### src/rtl/z80fi_pkg.sv
// Shared definitions for the z80fi instruction trace collector.
// Holds the bus cycle codes, collector states and the mem-slot record layout.
package z80fi_pkg;

    typedef enum logic [2:0] {
        BUS_M1   = 3'd0,
        BUS_MRD  = 3'd1,
        BUS_MWR  = 3'd2,
        BUS_IORD = 3'd3,
        BUS_IOWR = 3'd4
    } bus_kind_t;

    localparam int MAX_MEM_SLOTS = 2;

    typedef enum logic {
        ST_IDLE,
        ST_COLLECT
    } state_t;

    typedef struct packed {
        logic        used1;
        logic        used2;
        logic        ovf;
        logic [15:0] addr1;
        logic [7:0]  data1;
        logic [15:0] addr2;
        logic [7:0]  data2;
    } mem_slots_t;

endpackage

### src/rtl/z80fi_mem_slots.sv
// Two-entry first/second capture of memory cycles for one direction (read or write).
// slots_d is the next state; it lets the parent retire a packet that includes this cycle's push.
module z80fi_mem_slots
    import z80fi_pkg::*;
(
    input  logic        clk,
    input  logic        reset,
    input  logic        clear,
    input  logic        push,
    input  logic [15:0] addr,
    input  logic [7:0]  data,
    output mem_slots_t  slots_q,
    output mem_slots_t  slots_d
);

    mem_slots_t base;
    logic [1:0] fill;

    always_comb begin
        base    = clear ? '0 : slots_q;
        fill    = {1'b0, base.used1} + {1'b0, base.used2};
        slots_d = base;
        if (push) begin
            if (fill == 2'(MAX_MEM_SLOTS)) begin
                slots_d.ovf = 1'b1;
            end else if (!base.used1) begin
                slots_d.used1 = 1'b1;
                slots_d.addr1 = addr;
                slots_d.data1 = data;
            end else begin
                slots_d.used2 = 1'b1;
                slots_d.addr2 = addr;
                slots_d.data2 = data;
            end
        end
    end

    always_ff @(posedge clk) begin
        if (reset) begin
            slots_q <= '0;
        end else begin
            slots_q <= slots_d;
        end
    end

endmodule

### src/rtl/z80fi_insn_collector.sv
// Assembles one retirement packet per instruction from start/done pulses and bus events.
//   state      | meaning
//   ST_IDLE    | no instruction in flight; bus events and stray done are ignored
//   ST_COLLECT | gathering opcode bytes and mem records for the current instruction
module z80fi_insn_collector
    import z80fi_pkg::*;
#(
    parameter int MAX_INSN_BYTES = 4
) (
    input  logic                          clk,
    input  logic                          reset,
    input  logic                          insn_start,
    input  logic                          insn_done,
    input  logic                          bus_ev,
    input  logic [2:0]                    bus_kind,
    input  logic [15:0]                   bus_addr,
    input  logic [7:0]                    bus_data,
    input  logic [15:0]                   reg_ip,
    input  logic [15:0]                   reg_sp,
    input  logic                          reg_iff1,
    input  logic                          reg_iff2,
    output logic                          z80fi_valid,
    output logic [8*MAX_INSN_BYTES-1:0]   z80fi_insn,
    output logic [2:0]                    z80fi_insn_len,
    output logic [15:0]                   z80fi_mem_raddr,
    output logic [15:0]                   z80fi_mem_raddr2,
    output logic [7:0]                    z80fi_mem_rdata,
    output logic [7:0]                    z80fi_mem_rdata2,
    output logic [15:0]                   z80fi_mem_waddr,
    output logic [15:0]                   z80fi_mem_waddr2,
    output logic [7:0]                    z80fi_mem_wdata,
    output logic [7:0]                    z80fi_mem_wdata2,
    output logic                          z80fi_mem_rd,
    output logic                          z80fi_mem_rd2,
    output logic                          z80fi_mem_wr,
    output logic                          z80fi_mem_wr2,
    output logic [15:0]                   z80fi_reg_ip_in,
    output logic [15:0]                   z80fi_reg_ip_out,
    output logic [15:0]                   z80fi_reg_sp_in,
    output logic [15:0]                   z80fi_reg_sp_out,
    output logic                          z80fi_reg_iff1_in,
    output logic                          z80fi_reg_iff1_out,
    output logic                          z80fi_reg_iff2_in,
    output logic                          z80fi_reg_iff2_out,
    output logic                          z80fi_overflow
);

    localparam logic [2:0] MAX_LEN = 3'(MAX_INSN_BYTES);

    state_t state_q, state_d;
    logic   collecting, done_ok;
    logic   push_m1, push_rd, push_wr;

    logic [8*MAX_INSN_BYTES-1:0] insn_q, insn_d;
    logic [2:0]  len_q, len_d;
    logic        op_ovf_q, op_ovf_d;
    logic [15:0] ip_in_q, sp_in_q;
    logic        iff1_in_q, iff2_in_q;

    mem_slots_t rd_q, rd_d, wr_q, wr_d;
    mem_slots_t rd_pkt, wr_pkt;

    always_ff @(posedge clk) begin
        if (reset) begin
            state_q <= ST_IDLE;
        end else begin
            state_q <= state_d;
        end
    end

    always_comb begin
        state_d    = state_q;
        collecting = 1'b0;
        done_ok    = 1'b0;
        case (state_q)
            ST_IDLE: begin
                collecting = insn_start;
                if (insn_start) state_d = ST_COLLECT;
            end
            ST_COLLECT: begin
                collecting = 1'b1;
                done_ok    = insn_done;
                if (insn_done && !insn_start) state_d = ST_IDLE;
            end
            default: state_d = ST_IDLE;
        endcase
    end

    assign push_m1 = bus_ev && collecting && (bus_kind == BUS_M1);
    assign push_rd = bus_ev && collecting && (bus_kind == BUS_MRD);
    assign push_wr = bus_ev && collecting && (bus_kind == BUS_MWR);

    // A new start wipes the buffer first, so a same-cycle fetch lands at byte 0.
    always_comb begin
        insn_d   = insn_start ? '0 : insn_q;
        len_d    = insn_start ? 3'd0 : len_q;
        op_ovf_d = insn_start ? 1'b0 : op_ovf_q;
        if (push_m1) begin
            if (len_d < MAX_LEN) begin
                for (int i = 0; i < MAX_INSN_BYTES; i++) begin
                    if (len_d == 3'(i)) insn_d[i*8 +: 8] = bus_data;
                end
                len_d = len_d + 3'd1;
            end else begin
                op_ovf_d = 1'b1;
            end
        end
    end

    z80fi_mem_slots u_rd_slots (
        .clk     (clk),
        .reset   (reset),
        .clear   (insn_start),
        .push    (push_rd),
        .addr    (bus_addr),
        .data    (bus_data),
        .slots_q (rd_q),
        .slots_d (rd_d)
    );

    z80fi_mem_slots u_wr_slots (
        .clk     (clk),
        .reset   (reset),
        .clear   (insn_start),
        .push    (push_wr),
        .addr    (bus_addr),
        .data    (bus_data),
        .slots_q (wr_q),
        .slots_d (wr_d)
    );

    always_ff @(posedge clk) begin
        if (reset) begin
            insn_q    <= '0;
            len_q     <= '0;
            op_ovf_q  <= 1'b0;
            ip_in_q   <= '0;
            sp_in_q   <= '0;
            iff1_in_q <= 1'b0;
            iff2_in_q <= 1'b0;
        end else begin
            insn_q   <= insn_d;
            len_q    <= len_d;
            op_ovf_q <= op_ovf_d;
            if (insn_start) begin
                ip_in_q   <= reg_ip;
                sp_in_q   <= reg_sp;
                iff1_in_q <= reg_iff1;
                iff2_in_q <= reg_iff2;
            end
        end
    end

    // On done+start the bus event belongs to the next instruction, so retire the old registered view.
    assign rd_pkt = insn_start ? rd_q : rd_d;
    assign wr_pkt = insn_start ? wr_q : wr_d;

    always_ff @(posedge clk) begin
        if (reset) begin
            z80fi_valid        <= 1'b0;
            z80fi_insn         <= '0;
            z80fi_insn_len     <= '0;
            z80fi_mem_raddr    <= '0;
            z80fi_mem_raddr2   <= '0;
            z80fi_mem_rdata    <= '0;
            z80fi_mem_rdata2   <= '0;
            z80fi_mem_waddr    <= '0;
            z80fi_mem_waddr2   <= '0;
            z80fi_mem_wdata    <= '0;
            z80fi_mem_wdata2   <= '0;
            z80fi_mem_rd       <= 1'b0;
            z80fi_mem_rd2      <= 1'b0;
            z80fi_mem_wr       <= 1'b0;
            z80fi_mem_wr2      <= 1'b0;
            z80fi_reg_ip_in    <= '0;
            z80fi_reg_ip_out   <= '0;
            z80fi_reg_sp_in    <= '0;
            z80fi_reg_sp_out   <= '0;
            z80fi_reg_iff1_in  <= 1'b0;
            z80fi_reg_iff1_out <= 1'b0;
            z80fi_reg_iff2_in  <= 1'b0;
            z80fi_reg_iff2_out <= 1'b0;
            z80fi_overflow     <= 1'b0;
        end else begin
            z80fi_valid <= done_ok;
            if (done_ok) begin
                z80fi_insn         <= insn_start ? insn_q : insn_d;
                z80fi_insn_len     <= insn_start ? len_q : len_d;
                z80fi_overflow     <= (insn_start ? op_ovf_q : op_ovf_d) | rd_pkt.ovf | wr_pkt.ovf;
                z80fi_mem_raddr    <= rd_pkt.addr1;
                z80fi_mem_rdata    <= rd_pkt.data1;
                z80fi_mem_raddr2   <= rd_pkt.addr2;
                z80fi_mem_rdata2   <= rd_pkt.data2;
                z80fi_mem_rd       <= rd_pkt.used1;
                z80fi_mem_rd2      <= rd_pkt.used2;
                z80fi_mem_waddr    <= wr_pkt.addr1;
                z80fi_mem_wdata    <= wr_pkt.data1;
                z80fi_mem_waddr2   <= wr_pkt.addr2;
                z80fi_mem_wdata2   <= wr_pkt.data2;
                z80fi_mem_wr       <= wr_pkt.used1;
                z80fi_mem_wr2      <= wr_pkt.used2;
                z80fi_reg_ip_in    <= ip_in_q;
                z80fi_reg_sp_in    <= sp_in_q;
                z80fi_reg_iff1_in  <= iff1_in_q;
                z80fi_reg_iff2_in  <= iff2_in_q;
                z80fi_reg_ip_out   <= reg_ip;
                z80fi_reg_sp_out   <= reg_sp;
                z80fi_reg_iff1_out <= reg_iff1;
                z80fi_reg_iff2_out <= reg_iff2;
            end
        end
    end

endmodule

### config.mk
export PLATFORM = sky130hd
export DESIGN_NAME = z80fi_insn_collector
export DESIGN_NICKNAME = d
export VERILOG_FILES = /design/src/rtl/z80fi_pkg.sv /design/src/rtl/z80fi_mem_slots.sv /design/src/rtl/z80fi_insn_collector.sv
export SDC_FILE = /design/constraint.sdc
export NUM_CORES = 1
export LEC_CHECK = 0
export BUFFER_PORTS_ARGS = -buffer_cell sky130_fd_sc_hd__buf_2
export CELL_PAD_IN_SITES_DETAIL_PLACEMENT = 1
export CELL_PAD_IN_SITES_GLOBAL_PLACEMENT = 2
export CORE_ASPECT_RATIO = 1.75
export CORE_MARGIN = 4
export CORE_UTILIZATION = 34
export DETAILED_ROUTE_END_ITERATION = 6
export PLACE_DENSITY_LB_ADDON = 0.1
export SLEW_MARGIN = 20
export SYNTH_ARGS = -nofsm -noshare
export SYNTH_HDL_FRONTEND = slang
export SYNTH_HIERARCHICAL = 1
export SYNTH_SLANG_ARGS = --single-unit
### constraint.sdc
create_clock -name clk -period 2.44 [get_ports clk]
set_input_delay 0.366 -clock clk [delete_from_list [all_inputs] [get_ports clk]]
set_output_delay 0.366 -clock clk [all_outputs]
set_load 0.02 [all_outputs]
# After elaboration in Yosys (flattened, before gate mapping)
# Index checks and enable logic that the tools add are counted.
[word_totals]
regBits = 378
inputBits = 66
output_inout_bits = 205
wordCells = 107
[op_classes]
n_addsub = 3
magnitude_cmp = 1
eq_ne = 7
n_mux = 39
n_bitwise = 3
n_reduce_logical = 8
[ops]
columns = ["op", "n"]
rows = [
  ["51-bit two-way mux", 6],
  ["32-bit two-way mux", 4],
  ["24-bit two-way mux", 4],
  ["48-bit two-way mux", 2],
  ["8-bit two-way mux", 4],
  ["3-bit two-way mux", 4],
  ["1-bit two-way mux", 11],
  ["3-bit by 2-bit equality test with 1-bit output (second input constant)", 3],
  ["3-bit by 1-bit equality test with 1-bit output (second input constant)", 2],
  ["3-bit zero test", 2],
  ["1-bit logical AND", 5],
  ["1-bit by 1-bit adder with 2-bit output", 2],
  ["2-bit equality test (second input constant)", 2],
  ["2-bit two-way mux", 2],
  ["1-bit case mux with 2 select lines", 2],
  ["3-bit by 1-bit adder with 3-bit output (second input constant)", 1],
  ["3-bit < comparator (second input constant)", 1],
  ["1-bit bitwise OR", 2],
  ["1-bit zero test", 1],
  ["1-bit inverter", 1],
]

# Logic depth before layout (Yosys ltp)
# Gate-level depths: netlist of the first run.
[depth]
depth_word = 8
mapped_depth = 13
ltp_nobuf = 9

# Hierarchy
# Netlist of the first run, hierarchy kept.
[modules_own_cells]
columns = ["module", "instances", "cells_each", "area_each_um2", "seq_area_each_um2"]
rows = [
  ["z80fi_insn_collector", 1, 1184, 10983.0, 5525.3],
  ["z80fi_mem_slots", 2, 254, 2204.6, 1021.0],
]

# Worst setup path before layout of the first run
# Ideal clock, no wire load.
[synth_path]
path_kind = "input to register"
start = "input insn_start"
end = "register z80fi_mem_raddr2[15]"
setup_ps = 86
t_arrival_ps = 2080
required_time_ps = 2354
path_slack_ps = 275
stages = 13
path_buffers = 5
cell_sequence = "buf_6 -> or2_1 -> buf_4 -> nand2_1 -> nor3b_1 -> buf_6 -> nand3b_2 -> buf_6 -> buf_6 -> mux2i_1 -> nor2_1 -> mux2i_1 -> a211oi_1"
[synth_rtl]
columns = ["element", "line_no", "source"]
rows = [
  ["from (decl)", "z80fi_insn_collector.sv:12", "input logic insn_start,"],
  ["to (signal assigned)", "z80fi_insn_collector.sv:192", "z80fi_mem_raddr2 <= rd_pkt.addr2;"],
  ["to (decl)", "z80fi_insn_collector.sv:26", "output logic [15:0] z80fi_mem_raddr2,"],
]

==> key figures, run 1 <==
Status
  – Status: finished, final reports clean

Setup path
  – Crit start category: register
  – Worst endpoint required time: 2.88 ns
  – R2r worst-path depth: 8
  – Worst endpoint data arrival time: 2.65 ns
  – Critical path peak fanout: 25
  – Setup CP Type: reg2reg
  – Reg-to-Reg Start: state_q
  – R2r endpoint: z80fi_mem_raddr[5]
  – Setup slack on the worst flop-to-flop path: 0.22 ns
  – CP Capture Type: register

Finish
  – FF/Latch Area: 7567 µm²
  – Most frequent cells in the layout: 378 x dfxtp_1, 362 x nor2_1, 268 x buf_2
  – Most common cell after layout, fill and taps aside: dfxtp_1
  – Area Growth Syn to Fin: 20.20%
  – Share of cells above drive strength 1: 0.2193
  – Final #Nets: 1973
  – Multi-input gate area: 6912 µm²
  – Filler instances: 5229

Yosys
  – Mean Syn Cell Area: 9.097 µm²
  – Compound-Gate Fraction of Synth Area: 0.1331
  – Synth Area in Adders: 0.002439
  – Top cell type's share of synthesized area: 0.4916
  – Sequential fraction of the synthesis area: 0.4916
  – Post-Synth XOR/XNOR Area: 0.001138
  – Top post-synthesis cells by area: dfxtp_1 49%, mux2i_1 14%, nor2_1 8.8%
  – Area leader, netlist: dfxtp_1
  – Post-Synth Simple-Gate Area: 0.1761
  – Post-synthesis cell type count: 38
  – Synth Warn #: 6
  – Mapped Cells: 1692
  – Largest family of logic cells by synthesized area: simple AND/OR/NAND/NOR gates
  – Synthesis-stage register bit count: 378
  – Syn nets: 1761
  – Mux cell area share after synthesis: 0.1353
  – Syn Std Cell Area: 15390 µm²

Clock tree
  – Post-CTS sizing: 0
  – Post-CTS Setup Inserts: 0
  – Post-CTS Hold Buffers: 0
  – CTS tree: yes
  – CTS root buf: clkbuf_16
  – Clock Sinks: 378
  – TritonCTS buffer count: 39
  – Worst-Skew Late Latency: 0.54 ns
  – H-tree depth: 2
  – Max Root-Sink Buffers: 3
  – Clock Pin Slew Worst Setup and Hold Paths: 0.06 ns

Worst hold path
  – Hold depth: 3
  – Hold Crit Start: reg_ip[10]
  – Hold EP: z80fi_reg_ip_out[10]
  – Hold WC Path Type: in2reg

Power
  – Total power: 13.87 mW
  – Worst VDD drop: 0.0005485 V
  – Leakage: 8.573 nW
  – Pwr dens: 749.5 nW/µm²

Placement
  – Dpl hpwl: 34520 µm
  – Placer Congestion: 0.7680
  – IO buf count: 270

Timing
  – Final Hold Viols: 0
  – RSZ-0062 raised after global routing: false
  – Slew at the pin closest to its max-slew limit: 0.9432 ns
  – Max Slew Vio Count: 0
  – Part of the cycle the worst path needs: 0.9079
  – Setup Viol. Count Final: 0
  – Headroom to the max-slew limit: 0.3712
  – Setup TNS: 0 ns
  – Fmax: 451.4 MHz
  – Min Tclk post-route: 2.215 ns
  – Clock skew: 0.02372 ns

Floorplan
  – Placeable Area: 44540 µm²
  – Die height: 289.5 µm
  – Die area: 48870 µm²
  – Initial Util: 0.3456
  – Die Span X: 168.8 µm
  – Cell row count: 102
  – IO Count: 271

Global routing
  – Tot GR Track Use: 0.1972
  – Pin count of the biggest net entering global routing: 160
  – Global-route wire length before repair: 76580 µm
  – Overflow after GRT: 0
  – Vias in the first global route: 13203
  – Initial antenna violation count: 0

Detailed routing
  – Vias/cell: 5.057
  – DRT Wirelength: 49530 µm
  – Antenna Nets Post-Route: 0
  – Initial DRC count: 449
  – Drt wl/cell: 19.76 µm
  – Drt drc: 0
  – Vias: 12674
  – First drt pass iteration count: 4

Job
  – Max_cap viols: 0
## how the worst max path moves through the flow
stage,depth (start not counted),from,endpoint
final,8,state_q,z80fi_mem_raddr[5]
after floorplan,13,insn_start,z80fi_mem_raddr2[15]
after CTS,8,state_q,z80fi_mem_raddr[5]
after global placement,9,bus_kind[2],z80fi_mem_rdata[5]
after detailed placement,9,bus_kind[2],z80fi_mem_raddr[2]
after global routing,8,state_q,z80fi_mem_raddr[1]
## critical path, stage by stage (launching register included)
cell      delay (ns)
dfxtp_1         0.38
or2_1           0.17
nand2_1         0.12
nor3b_2         0.40
buf_4           0.42
a32oi_1         0.20
inv_1           0.09
mux2i_1         0.07
a211oi_1        0.28
## stage by stage
step | area, µm² | util | setup WS [ns] | hold slack [ns] | instances
finish | 18500 | 0.4154 | 0.2248 | 0.08643 | 2506
global route | 18500 | 0.4153 | 0.01961 | 0.06863 | 2505
CTS | 18500 | 0.4153 | 0.2026 | 0.05976 | 2505
detailed placement | 17210 | 0.3863 | -0.03203 | 0.4451 | 2435
global placement | 17210 | 0.3863 | 0.04143 | 0.4355 | 2435
floorplan | 15390 | - | 0.2747 | 0.4312 | 1692
## power by group
group          switching, mW  total (mW)  internal, mW  leakage [nW]
combinational          0.871        1.29         0.423          4.86
sequential             0.112        6.48          6.37          3.07
clock                   2.51        6.09          3.58         0.640
## cell usage after synthesis
cell       count
o221a_2       32
clkbuf_2       2
xnor2_1        1
buf_6         14
nand3b_2       2
a21oi_1       76
buf_4          5
nor2b_1       52
nand3_4        3
o21ai_0        3
xor2_1         1
a31oi_1        2
mux2i_1      208
nor3b_1        3
nand2_2        3
nand4_1        2
nand2_1      173
o2111ai_2      1
nand2b_1      16
nand4_2        4
and2_1         1
and3_1         1
buf_2         59
nor2_1       362
a211oi_1     101
a32oi_1       48
nor4_4         1
ha_1           3
a41o_1         7
a311oi_1       2
nand3_1        1
clkbuf_1      56
inv_1         52
nor3_1         8
or2_1          3
buf_1          5
dfxtp_1      378
clkinv_1       1
## flip-flops by register name, indices dropped and copies added, names as in the netlist, 32 cells and up
name and flops:
u_wr_slots/slots_q 51, insn_q 32, u_rd_slots/slots_q 51, z80fi_insn 32
## routing by layer
layer  share of wire  routed length, µm  GRT usage  vias up
met5               0                  0          0        -
met4           0.024               1213    0.05503        0
met3           0.044               2188    0.03413       56
met2            0.53              26300     0.3737      250
met1            0.40              19830     0.2250     6169
li1                -                  -          -     6199
## logic make-up (layout without fill, tap and decap cells)
kind of cell	Yosys count	count (layout)
other cells	0	1
xor+xnor	2	2
simple gates	635	635
fa+ha+maj	3	3
buf+inv	194	435
mux	208	208
compound gates	272	272
flops	378	378
## area by class of cell
| cell class | instances | share of cell area |
|---|---|---|
| clock inverter | 15 | 0.008386 |
| tap | 572 | 0.03868 |
| sequential | 378 | 0.4090 |
| timing repair buffer | 312 | 0.09792 |
| antenna | 1 | 0.0001353 |
| clock buffer | 55 | 0.06154 |
| multi-input combinational | 1120 | 0.3736 |
| inverter | 53 | 0.01075 |
No activity file was read; power rests on OpenSTA's default activity.
==> run 2, diff against run 1 <==
--- a/config.mk
+++ b/config.mk
@@ -5,16 +5,16 @@
 export SDC_FILE = /design/constraint.sdc
 export NUM_CORES = 1
 export LEC_CHECK = 0
+export ABC_AREA = 1
 export BUFFER_PORTS_ARGS = -buffer_cell sky130_fd_sc_hd__buf_2
 export CELL_PAD_IN_SITES_DETAIL_PLACEMENT = 1
 export CELL_PAD_IN_SITES_GLOBAL_PLACEMENT = 2
 export CORE_ASPECT_RATIO = 1.75
 export CORE_MARGIN = 4
-export CORE_UTILIZATION = 34
+export CORE_UTILIZATION = 31
 export DETAILED_ROUTE_END_ITERATION = 6
 export PLACE_DENSITY_LB_ADDON = 0.1
 export SLEW_MARGIN = 20
 export SYNTH_ARGS = -nofsm -noshare
 export SYNTH_HDL_FRONTEND = slang
-export SYNTH_HIERARCHICAL = 1
 export SYNTH_SLANG_ARGS = --single-unit
==> run 2 against run 1 <==
Compared with the run above: critical path depth increased by 1; count of clock-buffer cells in the layout rose by 3; via count increased by 44%; utilization shrank 4.2 points; sequential power down 0.6%; largest cell class is now multi-input gates; non-clock buffer count is 4 higher; worst setup slack gained 0.23 ns.
==> key figures, run 2 <==
Job
  – Max_cap viols: 0 (unchanged)

Yosys
  – Largest family of logic cells by synthesized area: simple AND/OR/NAND/NOR gates (unchanged)
  – Post-synth EDFFs: 0 (unchanged)
  – Area leader, netlist: dfxtp_1 (unchanged)
  – Compound-Gate Fraction of Synth Area: 0.1739 (was 0.1331)
  – Synth Area in Adders: 0.002152 (was 0.002439)
  – Top cell type's share of synthesized area: 0.4339 (was 0.4916)
  – Post-Synth XOR/XNOR Area: 0.0005022 (was 0.001138)
  – Synth Warn #: 0 (was 6)
  – Sequential fraction of the synthesis area: 0.4339 (was 0.4916)
  – Mean Syn Cell Area: 6.483 µm² (was 9.097 µm²)
  – Top post-synthesis cells by area: dfxtp_1 43%, nand2_1 17%, a21oi_1 9.1% (was dfxtp_1 49%, mux2i_1 14%, nor2_1 8.8%)
  – Mapped Cells: 2690 (was 1692)
  – Syn nets: 2759 (was 1761)
  – Most frequent cell after synthesis: nand2_1 (was dfxtp_1)
  – Synthesis-stage register bit count: 378 (unchanged)
  – Mux cell area share after synthesis: 0 (was 0.1353)
  – Dominant register cell in the synthesized netlist: dfxtp_1 (unchanged)
  – Post-Synth Simple-Gate Area: 0.3050 (was 0.1761)
  – FFs w/ async S/R, synth: 0 (unchanged)
  – Post-synthesis cell type count: 26 (was 38)
  – Top cells by count, synth: 801 x nand2_1, 378 x dfxtp_1, 342 x nor2_1, 317 x a21oi_1, 214 x o21ai_0 (was 378 x dfxtp_1, 362 x nor2_1, 208 x mux2i_1, 173 x nand2_1, 101 x a211oi_1)
  – Syn Std Cell Area: 17440 µm² (was 15390 µm²)

Clock tree
  – TritonCTS buffer count: 41 (was 39)
  – Post-CTS Setup Inserts: 0 (unchanged)
  – Clock Pin Slew Worst Setup and Hold Paths: 0.06 ns (about the same)
  – H-tree depth: 2 (unchanged)
  – Worst-Skew Late Latency: 0.57 ns (was 0.54 ns)
  – Max Root-Sink Buffers: 3 (unchanged)
  – Post-CTS sizing: 0 (unchanged)
  – Post-CTS Hold Buffers: 2 (was 0)
  – Clock Sinks: 378 (unchanged)
  – CTS root buf: clkbuf_16 (unchanged)
  – CTS tree: yes (unchanged)

Setup path
  – R2r worst-path depth: 9 (was 8)
  – Reg-to-Reg Start: len_q[0] (was state_q)
  – Setup CP Type: reg2reg (unchanged)
  – Critical path peak fanout: 16 (was 25)
  – Worst endpoint data arrival time: 2.46 ns (was 2.65 ns)
  – R2r endpoint: z80fi_insn[24] (was z80fi_mem_raddr[5])
  – CP Capture Type: register (unchanged)
  – Crit start category: register (unchanged)
  – Setup slack on the worst flop-to-flop path: 0.46 ns (was 0.22 ns)
  – Worst endpoint required time: 2.92 ns (was 2.88 ns)

Finish
  – Most common cell after layout, fill and taps aside: nand2_1 (was dfxtp_1)
  – Final #Nets: 2914 (was 1973)
  – Most frequent cells in the layout: 800 x nand2_1, 378 x dfxtp_1, 342 x nor2_1 (was 378 x dfxtp_1, 362 x nor2_1, 268 x buf_2)
  – Largest regs: u_rd_slots.slots_q: 51 flops, u_wr_slots.slots_q: 51 flops (was u_rd_slots/slots_q: 51 flops, u_wr_slots/slots_q: 51 flops)
  – Cell area after layout: 20690 µm² (was 18500 µm²)
  – Area Growth Syn to Fin: 18.64% (was 20.20%)
  – Filler instances: 7180 (was 5229)
  – Share of cells above drive strength 1: 0.1358 (was 0.2193)

Timing
  – Setup Viol. Count Final: 0 (unchanged)
  – Worst setup margin: 0.4557 ns (was 0.2248 ns)
  – RSZ-0062 raised after global routing: false (unchanged)
  – Fmax: 504.0 MHz (was 451.4 MHz)
  – Final Hold Viols: 0 (unchanged)
  – Slew at the pin closest to its max-slew limit: 0.9159 ns (was 0.9432 ns)
  – Min Tclk post-route: 1.984 ns (was 2.215 ns)
  – Max Slew Vio Count: 0 (unchanged)
  – Headroom to the max-slew limit: 0.3894 (was 0.3712)
  – Clock skew: 0.02151 ns (was 0.02372 ns)
  – Setup TNS: 0 ns (unchanged)
  – Hold WS: 0.03758 ns (was 0.08643 ns)
  – Part of the cycle the worst path needs: 0.8132 (was 0.9079)

Global routing
  – Pin count of the biggest net entering global routing: 168 (was 160)
  – Overflow after GRT: 0 (unchanged)
  – Initial antenna violation count: 2 (was 0)
  – Tot GR Track Use: 0.2169 (was 0.1972)
  – Vias in the first global route: 18942 (was 13203)
  – Global-route wire length before repair: 105700 µm (was 76580 µm)

Placement
  – IO buf count: 270 (unchanged)
  – Cell Area, Placed: 19340 µm² (was 17210 µm²)
  – Placer Congestion: 0.7637 (was 0.7680)
  – Dpl hpwl: 43230 µm (was 34520 µm)
  – Place WS: 0.2444 ns (was -0.03203 ns)

Floorplan
  – Placeable Area: 55490 µm² (was 44540 µm²)
  – Die Span X: 187.3 µm (was 168.8 µm)
  – IO Count: 271 (unchanged)
  – Die height: 321.8 µm (was 289.5 µm)
  – Cell row count: 114 (was 102)
  – Initial Util: 0.3143 (was 0.3456)
  – Die area: 60270 µm² (was 48870 µm²)

Power
  – Switching power: 3.771 mW (was 3.498 mW)
  – Int Pwr: 10.32 mW (was 10.37 mW)
  – Leakage: 8.815 nW (was 8.573 nW)
  – Worst VDD drop: 0.0004815 V (was 0.0005485 V)
  – Pwr dens: 681.2 nW/µm² (was 749.5 nW/µm²)
  – Power share of the combinational group: 0.096 (was 0.093)
  – Flop pwr share: 0.457 (was 0.467)
  – Net Sw Frac: 0.2675 (was 0.2522)
  – Clk pwr share: 0.447 (was 0.439)

Detailed routing
  – Initial DRC count: 861 (was 449)
  – Vias/cell: 5.111 (was 5.057)
  – Drt drc: 0 (unchanged)
  – Vias: 18235 (was 12674)
  – Drt wl/cell: 18.88 µm (was 19.76 µm)
  – First drt pass iteration count: 6 (was 4)
  – DRT Wirelength: 67350 µm (was 49530 µm)
  – Antenna Nets Post-Route: 0 (unchanged)

Worst hold path
  – Hold WC Path Type: in2reg (unchanged)
  – Hold depth: 2 (was 3)
  – Hold Crit Start: insn_done (was reg_ip[10])
  – Hold EP: state_q (was z80fi_reg_ip_out[10])

Status
  – Status: finished, final reports clean (unchanged)
==> run 2: cell types whose count changed after synthesis, sizes merged, moves of 48 or more <==
cell / delta
a32oi: -48
a211oi: -100
clkbuf: +64
o21ai: +280
nand2: +627
nand3: +187
nor2b: -52
mux2i: -208
a21oi: +241
inv: +103
==> run 2: kinds of logic (layout without fill, tap and decap cells) <==
family | count (synthesis) | after routing
flip-flops | 378 | 378
AO/OA/AOI/OAI | 604 | 604
other | 0 | 1
XOR/XNOR | 1 | 1
AND/OR/NAND/NOR | 1344 | 1344
adder cells (fa/ha/maj) | 3 | 3
buffers and inverters | 360 | 541
==> run 2: layout make-up <==
type	count	area, µm²	share of cell area
antenna	1	2.502	0.0001209
clock buffer	58	1190	0.05751
clock inverter	11	133.9	0.006470
inverter	156	598.1	0.02890
multi-input combinational	1952	8424	0.4071
sequential	378	7567	0.3657
tap	696	870.8	0.04209
timing repair buffer	316	1904	0.09204
==> run 2: worst max-delay path by stage <==
| stage | endpoint | cells after the start | from |
|---|---|---|---|
| floorplan | z80fi_insn[29] | 13 | insn_start |
| global placement | z80fi_insn[30] | 11 | insn_start |
| detailed placement | z80fi_insn[22] | 11 | insn_start |
| CTS | z80fi_insn[24] | 9 | len_q[0] |
| global route | z80fi_insn[29] | 9 | len_q[1] |
| finish | z80fi_insn[24] | 9 | len_q[0] |
==> run 2: per-stage QoR <==
step	std cells	power, mW	util
global route	3567	14.74	0.3729
floorplan	2690	7.362	-
CTS	3567	14.38	0.3729
finish	3568	14.10	0.3729
global placement	3496	7.935	0.3486
detailed placement	3496	7.958	0.3486
==> run 2: power groups by stage <==
stage / clock (mW) / combinational, mW / sequential (mW)
after floorplan: 0 / 0.644 / 6.72
after global placement: 0 / 1.36 / 6.58
after detailed placement: 0 / 1.38 / 6.58
after CTS: 6.55 / 1.38 / 6.44
after global routing: 6.78 / 1.49 / 6.46
final: 6.30 / 1.35 / 6.44
==> run 2: worst max-delay path: stages (launching register included) <==
cell and delay, ns:
dfxtp_1 0.37, nand2_1 0.15, inv_1 0.11, ha_1 0.19, nand2_1 0.37, o21ai_0 0.33
nand2_1 0.10, nand3_1 0.08, nand2_1 0.06, a21oi_1 0.11
==> run 2: per-layer routing <==
| layer | global-route usage | up-vias | routed length [µm] |
|---|---|---|---|
| met5 | 0 | - | 0 |
| met4 | 0.07038 | 0 | 2251 |
| met3 | 0.03362 | 96 | 2728 |
| met2 | 0.3956 | 358 | 33100 |
| met1 | 0.2605 | 8856 | 29280 |
| li1 | - | 8925 | - |
